## config.mk

```make
export PLATFORM = sky130hd
export DESIGN_NAME = cpu_bus_fabric_rv32
export DESIGN_NICKNAME = d
export VERILOG_FILES = /design/src/rtl/cpu_bus_fabric_rv32.sv
export SDC_FILE = /design/constraint.sdc
export NUM_CORES = 1
export LEC_CHECK = 0
export BUFFER_PORTS_ARGS = -buffer_cell sky130_fd_sc_hd__buf_2
export CAP_MARGIN = 20
export CORE_AREA = 2 2 144 146
export DETAILED_ROUTE_END_ITERATION = 7
export DIE_AREA = 0 0 146 148
export PLACE_DENSITY = 0.48
export SLEW_MARGIN = 10
export SYNTH_ARGS = -nofsm -noshare
export SYNTH_HDL_FRONTEND = slang
export SYNTH_SLANG_ARGS = --single-unit
export TNS_END_PERCENT = 10
```

## constraint.sdc

```tcl
create_clock -name clk_i -period 1.8 [get_ports clk_i]
set_input_delay 0.18 -clock clk_i [delete_from_list [all_inputs] [get_ports clk_i]]
set_output_delay 0.18 -clock clk_i [all_outputs]
set_load 0.05 [all_outputs]
```

## src/rtl/cpu_bus_fabric_rv32.sv

```systemverilog
`default_nettype none
// ============================================================================
// Module   : cpu_bus_fabric_rv32
// Brief    : RV32 CPU-side bus fabric: N-region decoder, registered read-data
//            mux, per-region wait states, power-on reset sequencer. Defining
//            BUS_ERROR_CAPTURE_EN adds unmapped-access error capture.
// Revision : 1.0 - initial release
// ============================================================================
module cpu_bus_fabric_rv32 #(
    parameter int NumRegions      = 8,
    parameter int address_width   = 32,
    parameter int data_width      = 32,
    parameter logic [NumRegions*address_width-1:0] RegionBase = '0,
    parameter logic [NumRegions*address_width-1:0] RegionEnd  = '0,
    parameter logic [NumRegions*4-1:0]             RegionWait = '0,
    parameter int ResetHoldCycles = 6
) (
    input  logic                             clk_i,
    input  logic                             reset_i,
    input  logic [address_width-1:0]         cpu_address_i,
    input  logic                             cpu_req_i,
    input  logic                             cpu_we_i,
    input  logic                             ext_halt_i,
    input  logic [NumRegions*data_width-1:0] slave_data_i,
    input  logic                             err_clear_i,
    output logic [data_width-1:0]            cpu_data_o,
    output logic                             cpu_halt_o,
    output logic [NumRegions-1:0]            slave_sel_o,
    output logic                             cpu_reset_o,
    output logic                             bus_error_o,
    output logic                             err_valid_o,
    output logic [address_width-1:0]         err_address_o
);

    localparam logic [0:0] C_ST_IDLE = 1'b0;
    localparam logic [0:0] C_ST_WAIT = 1'b1;
    localparam logic [7:0] C_HOLD    = 8'(ResetHoldCycles);

    // Offset compare is equivalent to base <= a <= end for well-formed regions
    // and avoids constant-folded compares against a zero base.
    function automatic logic [NumRegions-1:0] f_decode(input logic [address_width-1:0] a);
        logic [NumRegions-1:0] sel;
        logic                  found;
        sel   = '0;
        found = 1'b0;
        for (int i = 0; i < NumRegions; i++) begin
            if (!found &&
                ((a - RegionBase[i*address_width +: address_width]) <=
                 (RegionEnd[i*address_width +: address_width] -
                  RegionBase[i*address_width +: address_width]))) begin
                sel[i] = 1'b1;
                found  = 1'b1;
            end
        end
        return sel;
    endfunction

    logic [NumRegions-1:0]    w_sel;
    logic [NumRegions-1:0]    w_qsel;
    logic                     w_hit;
    logic [3:0]               w_wait;
    logic [address_width-1:0] r_addr_q;
    logic [0:0]               r_state;
    logic [3:0]               r_wcnt;
    logic                     w_req_idle;
    logic                     w_start;
    logic [7:0]               r_rst_cnt;

    assign w_sel       = f_decode(cpu_address_i);
    assign w_qsel      = f_decode(r_addr_q);
    assign w_hit       = |w_sel;
    assign slave_sel_o = w_sel;

    always_comb begin
        w_wait = '0;
        for (int i = 0; i < NumRegions; i++) begin
            if (w_sel[i]) begin
                w_wait = RegionWait[i*4 +: 4];
            end
        end
    end

    always_comb begin
        cpu_data_o = '0;
        for (int i = 0; i < NumRegions; i++) begin
            if (w_qsel[i]) begin
                cpu_data_o = slave_data_i[i*data_width +: data_width];
            end
        end
    end

    // Requests are only accepted in IDLE; the request cycle itself is the
    // first halt cycle, so WAIT covers the remaining w-1 cycles.
    assign w_req_idle = cpu_req_i && (r_state == C_ST_IDLE);
    assign w_start    = w_req_idle && (w_wait != 4'd0);
    assign cpu_halt_o = ext_halt_i || (r_state == C_ST_WAIT) || w_start;

    always_ff @(posedge clk_i) begin
        if (reset_i) begin
            r_state <= C_ST_IDLE;
            r_wcnt  <= 4'd0;
        end else begin
            case (r_state)
                C_ST_IDLE: begin
                    if (w_start && (w_wait > 4'd1)) begin
                        r_state <= C_ST_WAIT;
                        r_wcnt  <= w_wait - 4'd1;
                    end
                end
                C_ST_WAIT: begin
                    if (r_wcnt <= 4'd1) begin
                        r_state <= C_ST_IDLE;
                        r_wcnt  <= 4'd0;
                    end else begin
                        r_wcnt <= r_wcnt - 4'd1;
                    end
                end
                default: begin
                    r_state <= C_ST_IDLE;
                    r_wcnt  <= 4'd0;
                end
            endcase
        end
    end

    always_ff @(posedge clk_i) begin
        if (reset_i) begin
            r_addr_q <= '0;
        end else if (!cpu_halt_o) begin
            r_addr_q <= cpu_address_i;
        end
    end

    always_ff @(posedge clk_i) begin
        if (reset_i) begin
            r_rst_cnt <= 8'd0;
        end else if (r_rst_cnt != 8'hFF) begin
            r_rst_cnt <= r_rst_cnt + 8'd1;
        end
    end

    assign cpu_reset_o = reset_i || (r_rst_cnt < C_HOLD);

`ifdef BUS_ERROR_CAPTURE_EN
    logic                     w_err;
    logic                     r_bus_error;
    logic                     r_err_valid;
    logic [address_width-1:0] r_err_address;
    logic                     w_unused;

    assign w_err = w_req_idle && !w_hit;

    // A new error in the same cycle as a clear is captured and keeps the flag.
    always_ff @(posedge clk_i) begin
        if (reset_i) begin
            r_bus_error   <= 1'b0;
            r_err_valid   <= 1'b0;
            r_err_address <= '0;
        end else begin
            r_bus_error <= w_err;
            if (w_err && (!r_err_valid || err_clear_i)) begin
                r_err_valid   <= 1'b1;
                r_err_address <= cpu_address_i;
            end else if (err_clear_i) begin
                r_err_valid <= 1'b0;
            end
        end
    end

    assign bus_error_o   = r_bus_error;
    assign err_valid_o   = r_err_valid;
    assign err_address_o = r_err_address;
    assign w_unused      = cpu_we_i;
`else
    logic w_unused;

    assign bus_error_o   = 1'b0;
    assign err_valid_o   = 1'b0;
    assign err_address_o = '0;
    assign w_unused      = ^{cpu_we_i, err_clear_i, w_hit};
`endif

endmodule
`default_nettype wire

```

==> impl_metrics.json, run 1 <==
{
  "num_rows": 52,
  "fin_hold_ws_ns": 0.139,
  "clk_path_buf_depth": 2,
  "status": "complete, but fails checks",
  "worstHoldPathType": "in -> reg",
  "layout-drive-gt1-share_pct": 35.9,
  "fin_ws_ns": -0.198,
  "ys_warn_count": 0,
  "grt_pass1_wl_um": 12200,
  "port_buffers": 101,
  "placed_area_um2": 3370,
  "r2r_cells": 4,
  "maxSlewViolCount": 0,
  "cts_inserted_buffers": 5,
  "cp.arrival_ns": 1.82,
  "die_h_um": 148,
  "drt_wl_total_um": 7720,
  "netlist_area_um2": 2690,
  "vias": 2514,
  "max_cap_viol_count": 0,
  "initialDrtViolationCount": 50,
  "die_area_um2": 21600,
  "clk_pin_slew_ns": 0.06,
  "area_growth_pct": 41.4,
  "hpwl_um": 5870,
  "required_ns": 1.62,
  "vdd_ir_drop_max_mv": 0.337,
  "leakage_nw": 1.61,
  "power.total_mw": 2.71,
  "firstDrtPassIters": 4,
  "min_to": "r_addr_q[6]",
  "worstHoldPathCells": 3,
  "final_area_um2": 3810,
  "die_x_um": 146,
  "clock-sinks": 45,
  "drc_errors": 0,
  "gr-usage-all-layers_pct": 6.97,
  "grt_antenna_before_repair": 3,
  "htreeDepth": 2,
  "rr_startpoint": "r_rst_cnt[0]",
  "fin_nets": 745,
  "cts_tree": "built",
  "wire_per_inst_um": 10.7,
  "ys_seq_elements": 45,
  "cp_max_fo": 32,
  "setup_viol": 32,
  "finalWeightedCongestion": 0.725,
  "clk_latency_ns": 0.29,
  "final_antenna_net_count": 0,
  "r2r-end": "r_rst_cnt[3]",
  "fp.coreArea_um2": 20000,
  "first_global_vias": 2374,
  "violations": "setup timing",
  "initial_core_util_pct": 13.4,
  "syn_avg_cell_area_um2": 7.65,
  "overflow": 0,
  "startpoint_type": "flip-flop",
  "cts_root_buf": "clkbuf_16",
  "fmax_mhz": 501,
  "grt_max_degree": 42,
  "netlist_instances": 352,
  "ios": 370,
  "ys_types": 40,
  "tns_ns": -5.24,
  "power_density_nw_per_um2": 712,
  "seq_area_frac_synth_pct": 33.5,
  "end_kind": "primary output",
  "fin_crit_sh_pct": 111,
  "worstHoldStart": "cpu_address_i[6]",
  "fin_crit_ns": 2.00,
  "finalHoldViolations": 0,
  "vias_per_cell": 3.49,
  "post-route-util_pct": 19.0,
  "fin_skew_ns": 0.00312,
  "rsz0062_at_grt": "true",
  "critical_path_class": "reg -> out",
  "rrSetupSlack_ns": 0.31
}
-- layout by cell type (no fill, tap or decap), types with 2 or more instances in the layout --
cell,count
dfxtp_1,45
nand3_1,5
nor4b_1,2
buf_6,32
ha_1,3
nor3_1,6
clkbuf_16,5
a21oi_1,39
o311ai_0,2
buf_4,9
nor3_4,4
buf_2,69
nor2_1,6
nor4_2,5
conb_1,41
o31ai_1,2
a31oi_1,3
nand2b_1,2
nand4_1,4
buf_12,2
nand2_1,68
inv_1,35
diode_2,2
nor4_1,12
nor3_2,28
-- worst max path at each step --
| stage | from | end | cells past startpoint |
|---|---|---|---|
| after floorplan | r_addr_q[26] | cpu_data_o[0] | 3 |
| after global placement | r_addr_q[3] | cpu_data_o[0] | 5 |
| after detailed placement | r_addr_q[26] | cpu_data_o[0] | 6 |
| after CTS | r_addr_q[26] | cpu_data_o[4] | 6 |
| after global routing | r_addr_q[26] | cpu_data_o[22] | 6 |
| final | r_addr_q[0] | cpu_data_o[4] | 5 |
-- per-layer routing --
metal	vias to the layer above	share of wire, %	global-route usage, %
met5	-	0.21	0
met3	9	9.1	2.62
met1	1113	43	8.55
met2	100	46	11.6
li1	1290	-	-
met4	2	1.0	1.75
-- cell type report --
cell class / count / area (µm²)
antenna: 2 / 5.00
clock buffer: 6 / 139
clock inverter: 2 / 37.5
fill: 2280 / 16200
inverter: 36 / 135
multi-input combinational: 248 / 1440
sequential: 45 / 901
tap: 270 / 338
timing repair buffer: 112 / 813
-- logic make-up after synthesis --
group / Yosys count / synth area share (%)
flops: 45 / 33.5
other cells: 1 / 0.139
mux: 2 / 0.790
compound gates: 52 / 10.8
fa+ha+maj: 3 / 1.39
simple gates: 150 / 32.5
buf+inv: 99 / 20.9
-- stage by stage --
| stage | setup slack, ns | instances |
|---|---|---|
| 6_report | -0.198 | 721 |
| 3_5_place_dp | -0.0170 | 711 |
| 5_1_grt | -0.296 | 719 |
| 2_1_floorplan | -0.334 | 392 |
| 4_1_cts | -0.183 | 719 |
| 3_3_place_gp | -0.0102 | 711 |
-- synth_stat cells (all sizes together) --
cell	n	area share [%]
mux2	1	0.42
nor2	7	1.1
inv	36	5.0
and4	1	0.33
o21ai	1	0.19
a21o	1	0.28
clkbuf	9	1.3
nor4	17	4.2
buf	54	15
and3	1	0.23
mux2i	1	0.37
nand4b	1	0.33
nor3	38	13
dfxtp	45	33
a21boi	1	0.28
ha	3	1.4
a21oi	39	7.2
conb	1	0.14
nand2b	2	0.46
o311ai	2	0.65
and4b	1	0.37
nor2b	1	0.23
or3	1	0.23
o31ai	2	0.56
nand3	5	0.93
nand2	68	9.5
o2111ai	1	0.33
a211oi	1	0.28
a41oi	1	0.33
nand4	5	1.4
a31oi	3	0.70
nor4b	2	0.65
-- worst max-delay path, cell delays in order, from the launching register on --
cell	delay [ns]
dfxtp_1	0.31
nor4_1	0.36
nand4_1	0.23
buf_12	0.24
nor3_2	0.17
buf_6	0.19
-- flip-flops by register name (all words and copies together) (netlist names) --
register   flops
r_wcnt         4
r_state        1
r_addr_q      32
r_rst_cnt      8
-- repair_timing --
| action | 4_1_cts | 5_1_grt |
|---|---|---|
| pin swaps | 1 | 0 |
| buffers inserted | 0 | 0 |
| resized for setup | 70 | 3 |
| setup endpoints to repair | 32 | 32 |
| hold buffers | 0 | 0 |
-- power breakdown --
part	leakage [nW]	switching, mW	internal, mW	total (mW)
clock	0.0831	0.401	0.693	1.09
combinational	1.16	0.404	0.144	0.548
sequential	0.369	0.0294	1.04	1.07
Power figures use the tool's default switching activity.
==> run 2, diff against run 1 <==
Settings changed: ABC_CLOCK_PERIOD_IN_PS set to 1800, CAP_MARGIN 20 to not set, SKIP_CTS_REPAIR_TIMING set to 1.
==> impl_metrics.json, run 2 (synthesis gave the netlist of run 1 again) <==
{
  "rsz0062_at_grt": "true",
  "maxSlewViolCount": 0,
  "top_register": "r_addr_q",
  "num_rows": 52,
  "r2r_cells": 4,
  "vdd_ir_drop_max_mv": 0.337,
  "critical_path_class": "reg -> out",
  "die_area_um2": 21600,
  "rr_startpoint": "r_rst_cnt[0]",
  "port_buffers": 101,
  "gr-usage-all-layers_pct": 6.67,
  "required_ns": 1.62,
  "finalHoldViolations": 0,
  "worstHoldPathType": "in -> reg",
  "end_kind": "primary output",
  "final_common_cell": "buf_2",
  "initial_core_util_pct": 13.4,
  "clk_latency_ns": 0.29,
  "clk_path_buf_depth": 2,
  "slowest_stage": "nor4_1",
  "power_density_nw_per_um2": 714,
  "drc_errors": 0,
  "final_antenna_net_count": 0,
  "ios": 370,
  "rrSetupSlack_ns": 0.31,
  "fin_crit_sh_pct": 112,
  "tns_ns": -5.24,
  "fin_crit_ns": 2.01,
  "grt_max_degree": 42,
  "first_global_vias": 2255,
  "fin_cells": 721,
  "cts_root_buf": "clkbuf_16",
  "top_regs": "r_addr_q x32, r_rst_cnt x8, r_wcnt x4",
  "grt_antenna_before_repair": 3,
  "r2r-end": "r_rst_cnt[3]",
  "vias_per_cell": 3.47,
  "post-route-util_pct": 19.0,
  "cp_max_fo": 32,
  "setup_viol": 32,
  "violations": "setup timing",
  "largest_reg_flops": 32,
  "fin_nets": 745,
  "cp.arrival_ns": 1.83,
  "cts_tree": "built",
  "crit_chain": "nor4_1, nand4_1, buf_12, nor3_1, buf_4",
  "overflow": 0,
  "area_growth_pct": 41.3,
  "clk_pin_slew_ns": 0.07,
  "finalWeightedCongestion": 0.725,
  "htreeDepth": 2,
  "initialDrtViolationCount": 50,
  "die_h_um": 148,
  "startpoint_type": "flip-flop",
  "cp-endpoint": "cpu_data_o[31]",
  "max_cap_viol_count": 0,
  "post-place-ws_ns": -0.0170,
  "fp.coreArea_um2": 20000,
  "wire_per_inst_um": 10.7,
  "die_x_um": 146,
  "clock-sinks": 45,
  "cts_inserted_buffers": 5,
  "fin_ws_ns": -0.208,
  "layout_common_cells": "buf_2, nand2_1, dfxtp_1, conb_1, a21oi_1",
  "leakage_nw": 1.61,
  "fin_skew_ns": 0.00315,
  "cp_slowest_stage_delay_ns": 0.36,
  "grt_pass1_wl_um": 11600,
  "dp.cells": 711,
  "vias": 2503,
  "firstDrtPassIters": 4,
  "layout-drive-gt1-share_pct": 35.9,
  "drt_wl_total_um": 7720,
  "hpwl_um": 5870,
  "status": "complete, but fails checks",
  "fmax_mhz": 498,
  "crit_start": "r_addr_q[0]",
  "final.fill_count": 2281
}
-- run 2: changes by cell type in the layout (fill, tap and decap cells not counted) --
cell / previous run / this run
buf_4: 9 / 10
buf_6: 32 / 31
dfxtp_1: 45 / 44
nor3_1: 6 / 7
nor3_4: 4 / 3
nor4_4: 0 / 1
nor4_2: 5 / 4
dfxtp_2: 0 / 1
-- run 2: report_power, final --
group          leakage [nW]  internal (mW)  switching [mW]
sequential            0.370           1.04          0.0314
combinational          1.15          0.146           0.402
clock                0.0831          0.693           0.400
total                  1.61           1.88           0.834
-- run 2: layout make-up --
type | instances | area (µm²) | area share, %
diodes | 2 | 5.00 | 0.132
multi-input cells | 248 | 1440 | 37.8
clock inverters | 2 | 37.5 | 0.987
clock buffers | 6 | 139 | 3.65
flip-flops and latches | 45 | 902 | 23.7
inverters | 36 | 135 | 3.55
repair buffers | 112 | 810 | 21.3
well taps | 270 | 338 | 8.88
-- run 2: worst min path at each step --
stage                       from            to  depth (start not counted)
2_1_floorplan   cpu_address_i[0]   r_addr_q[0]                          2
3_3_place_gp   cpu_address_i[16]  r_addr_q[16]                          3
3_5_place_dp    cpu_address_i[6]   r_addr_q[6]                          3
4_1_cts         cpu_address_i[6]   r_addr_q[6]                          3
5_1_grt        cpu_address_i[26]  r_addr_q[26]                          3
6_report       cpu_address_i[26]  r_addr_q[26]                          3
-- run 2: stage by stage --
step	cell area, µm²	hold slack, ns	power, mW
after global placement	3370	0.442	1.62
after CTS	3550	0.133	2.74
after global routing	3800	0.139	2.85
final	3800	0.132	2.71
after floorplan	2850	0.316	1.54
after detailed placement	3370	0.443	1.63
-- run 2: metal layers --
layer / wire length [µm] / GRT usage, % / up-vias
met3: 685 / 2.62 / 9
met1: 3360 / 8.26 / 1105
met5: 16 / 0 / -
li1: - / - / 1290
met4: 80 / 1.75 / 2
met2: 3580 / 10.8 / 97
-- run 2: worst max-delay path, delay by kind of cell, from the launching register on --
family                 cells  cell delay [ns]
and+or+nand+nor            3             0.74
DFF                        1             0.31
buffers and inverters      2             0.46
==> run 3, diff against run 2 <==
Settings changed: ABC_CLOCK_PERIOD_IN_PS 1800 to 2100, MAX_ROUTING_LAYER set to met4.
Clock period 1.8 ns to 2.1 ns, I/O delays scaled along.
==> impl_metrics.json, run 3 (synthesis gave the netlist of run 1 again) <==
{
  "status": "finished clean",
  "clk_path_buf_depth": 2,
  "vias_per_cell": 3.42,
  "grt_antenna_before_repair": 6,
  "hpwl_um": 5930,
  "dp.cells": 705,
  "final_common_cell": "buf_2",
  "fp.coreArea_um2": 20000,
  "top_regs": "r_addr_q x32, r_rst_cnt x8, r_wcnt x4",
  "worstHoldStart": "cpu_address_i[3]",
  "fin_ws_ns": 0.0446,
  "vdd_ir_drop_max_mv": 0.278,
  "htreeDepth": 2,
  "min_to": "r_addr_q[3]",
  "port_buffers": 101,
  "placed_area_um2": 3320,
  "firstDrtPassIters": 4,
  "tns_ns": 0,
  "cp_max_fo": 32,
  "fin_cells": 719,
  "die_x_um": 146,
  "drt_wl_total_um": 7660,
  "post-place-ws_ns": 0.190,
  "cts_tree": "built",
  "cp.arrival_ns": 1.85,
  "die_h_um": 148,
  "rrSetupSlack_ns": 0.45,
  "worstHoldPathCells": 3,
  "maxSlewViolCount": 0,
  "ios": 370,
  "vias": 2461,
  "num_rows": 52,
  "wire_per_inst_um": 10.7,
  "setup_viol": 0,
  "fin_nets": 739,
  "fin_crit_ns": 2.06,
  "gr-usage-all-layers_pct": 6.93,
  "fmax_mhz": 487,
  "startpoint_type": "flip-flop",
  "clock-sinks": 45,
  "final_antenna_net_count": 0,
  "leakage_nw": 1.53,
  "post-route-util_pct": 17.8,
  "required_ns": 1.89,
  "initialDrtViolationCount": 49,
  "largest_reg_flops": 32,
  "r2r-end": "r_rst_cnt[3]",
  "end_kind": "primary output",
  "critical_path_class": "reg -> out",
  "finalHoldViolations": 0,
  "clk_latency_ns": 0.29,
  "die_area_um2": 21600,
  "finalWeightedCongestion": 0.766,
  "initial_core_util_pct": 13.4,
  "clk_pin_slew_ns": 0.07,
  "grt_pass1_wl_um": 11500,
  "fin_crit_sh_pct": 97.9,
  "final_area_um2": 3560,
  "cts_root_buf": "clkbuf_16",
  "fin_hold_ws_ns": 0.163,
  "cts_inserted_buffers": 5,
  "first_global_vias": 2152,
  "power.total_mw": 2.30,
  "r2r_cells": 4,
  "worstHoldPathType": "in -> reg",
  "fin_skew_ns": 0.00577,
  "grt_max_degree": 33,
  "top_register": "r_addr_q",
  "area_growth_pct": 32.2,
  "overflow": 0,
  "power_density_nw_per_um2": 646,
  "max_cap_viol_count": 0,
  "rr_startpoint": "r_rst_cnt[0]",
  "layout-drive-gt1-share_pct": 34.5,
  "drc_errors": 0,
  "layout_common_cells": "buf_2, nand2_1, dfxtp_1, conb_1, a21oi_1"
}
==> run 3: report_power, final <==
part,internal [mW],switching (mW)
Clock,0.594,0.339
Sequential,0.893,0.0301
Combinational,0.110,0.332
==> run 3: worst max-delay path, stage by stage (launching register included) <==
cell and delay [ns]:
dfxtp_1 0.33, nor4_2 0.36, nand4_2 0.18, buf_12 0.22, nor3_1 0.17, buf_2 0.28
==> run 3: worst max-delay path by stage <==
stage                 startpoint       endpoint  slack [ns]  depth (start not counted)
global placement    r_addr_q[26]  cpu_data_o[6]        0.19                          5
finish              r_addr_q[18]  cpu_data_o[0]        0.04                          5
detailed placement  r_addr_q[26]  cpu_data_o[6]        0.19                          5
floorplan           r_addr_q[26]  cpu_data_o[0]       -0.06                          3
CTS                 r_addr_q[26]  cpu_data_o[6]       -0.13                          5
global route        r_addr_q[18]  cpu_data_o[5]       -0.04                          5
==> run 3: layout make-up <==
| class | count | area, µm² |
|---|---|---|
| Inverter | 36 | 135 |
| Fill cell | 2313 | 16500 |
| Timing Repair Buffer | 106 | 588 |
| Clock buffer | 6 | 139 |
| Clock inverter | 2 | 37.5 |
| Tap cell | 270 | 338 |
| Sequential cell | 45 | 901 |
| Antenna cell | 6 | 15.0 |
| Multi-Input combinational cell | 248 | 1410 |
==> run 3: metal layers <==
metal | track usage [%] | wire, µm | up-vias
met2 | 10.5 | 3350 | 100
li1 | - | - | 1278
met5 | - | 0 | -
met4 | 1.89 | 82 | 0
met1 | 8.06 | 3340 | 1076
met3 | 3.52 | 888 | 7
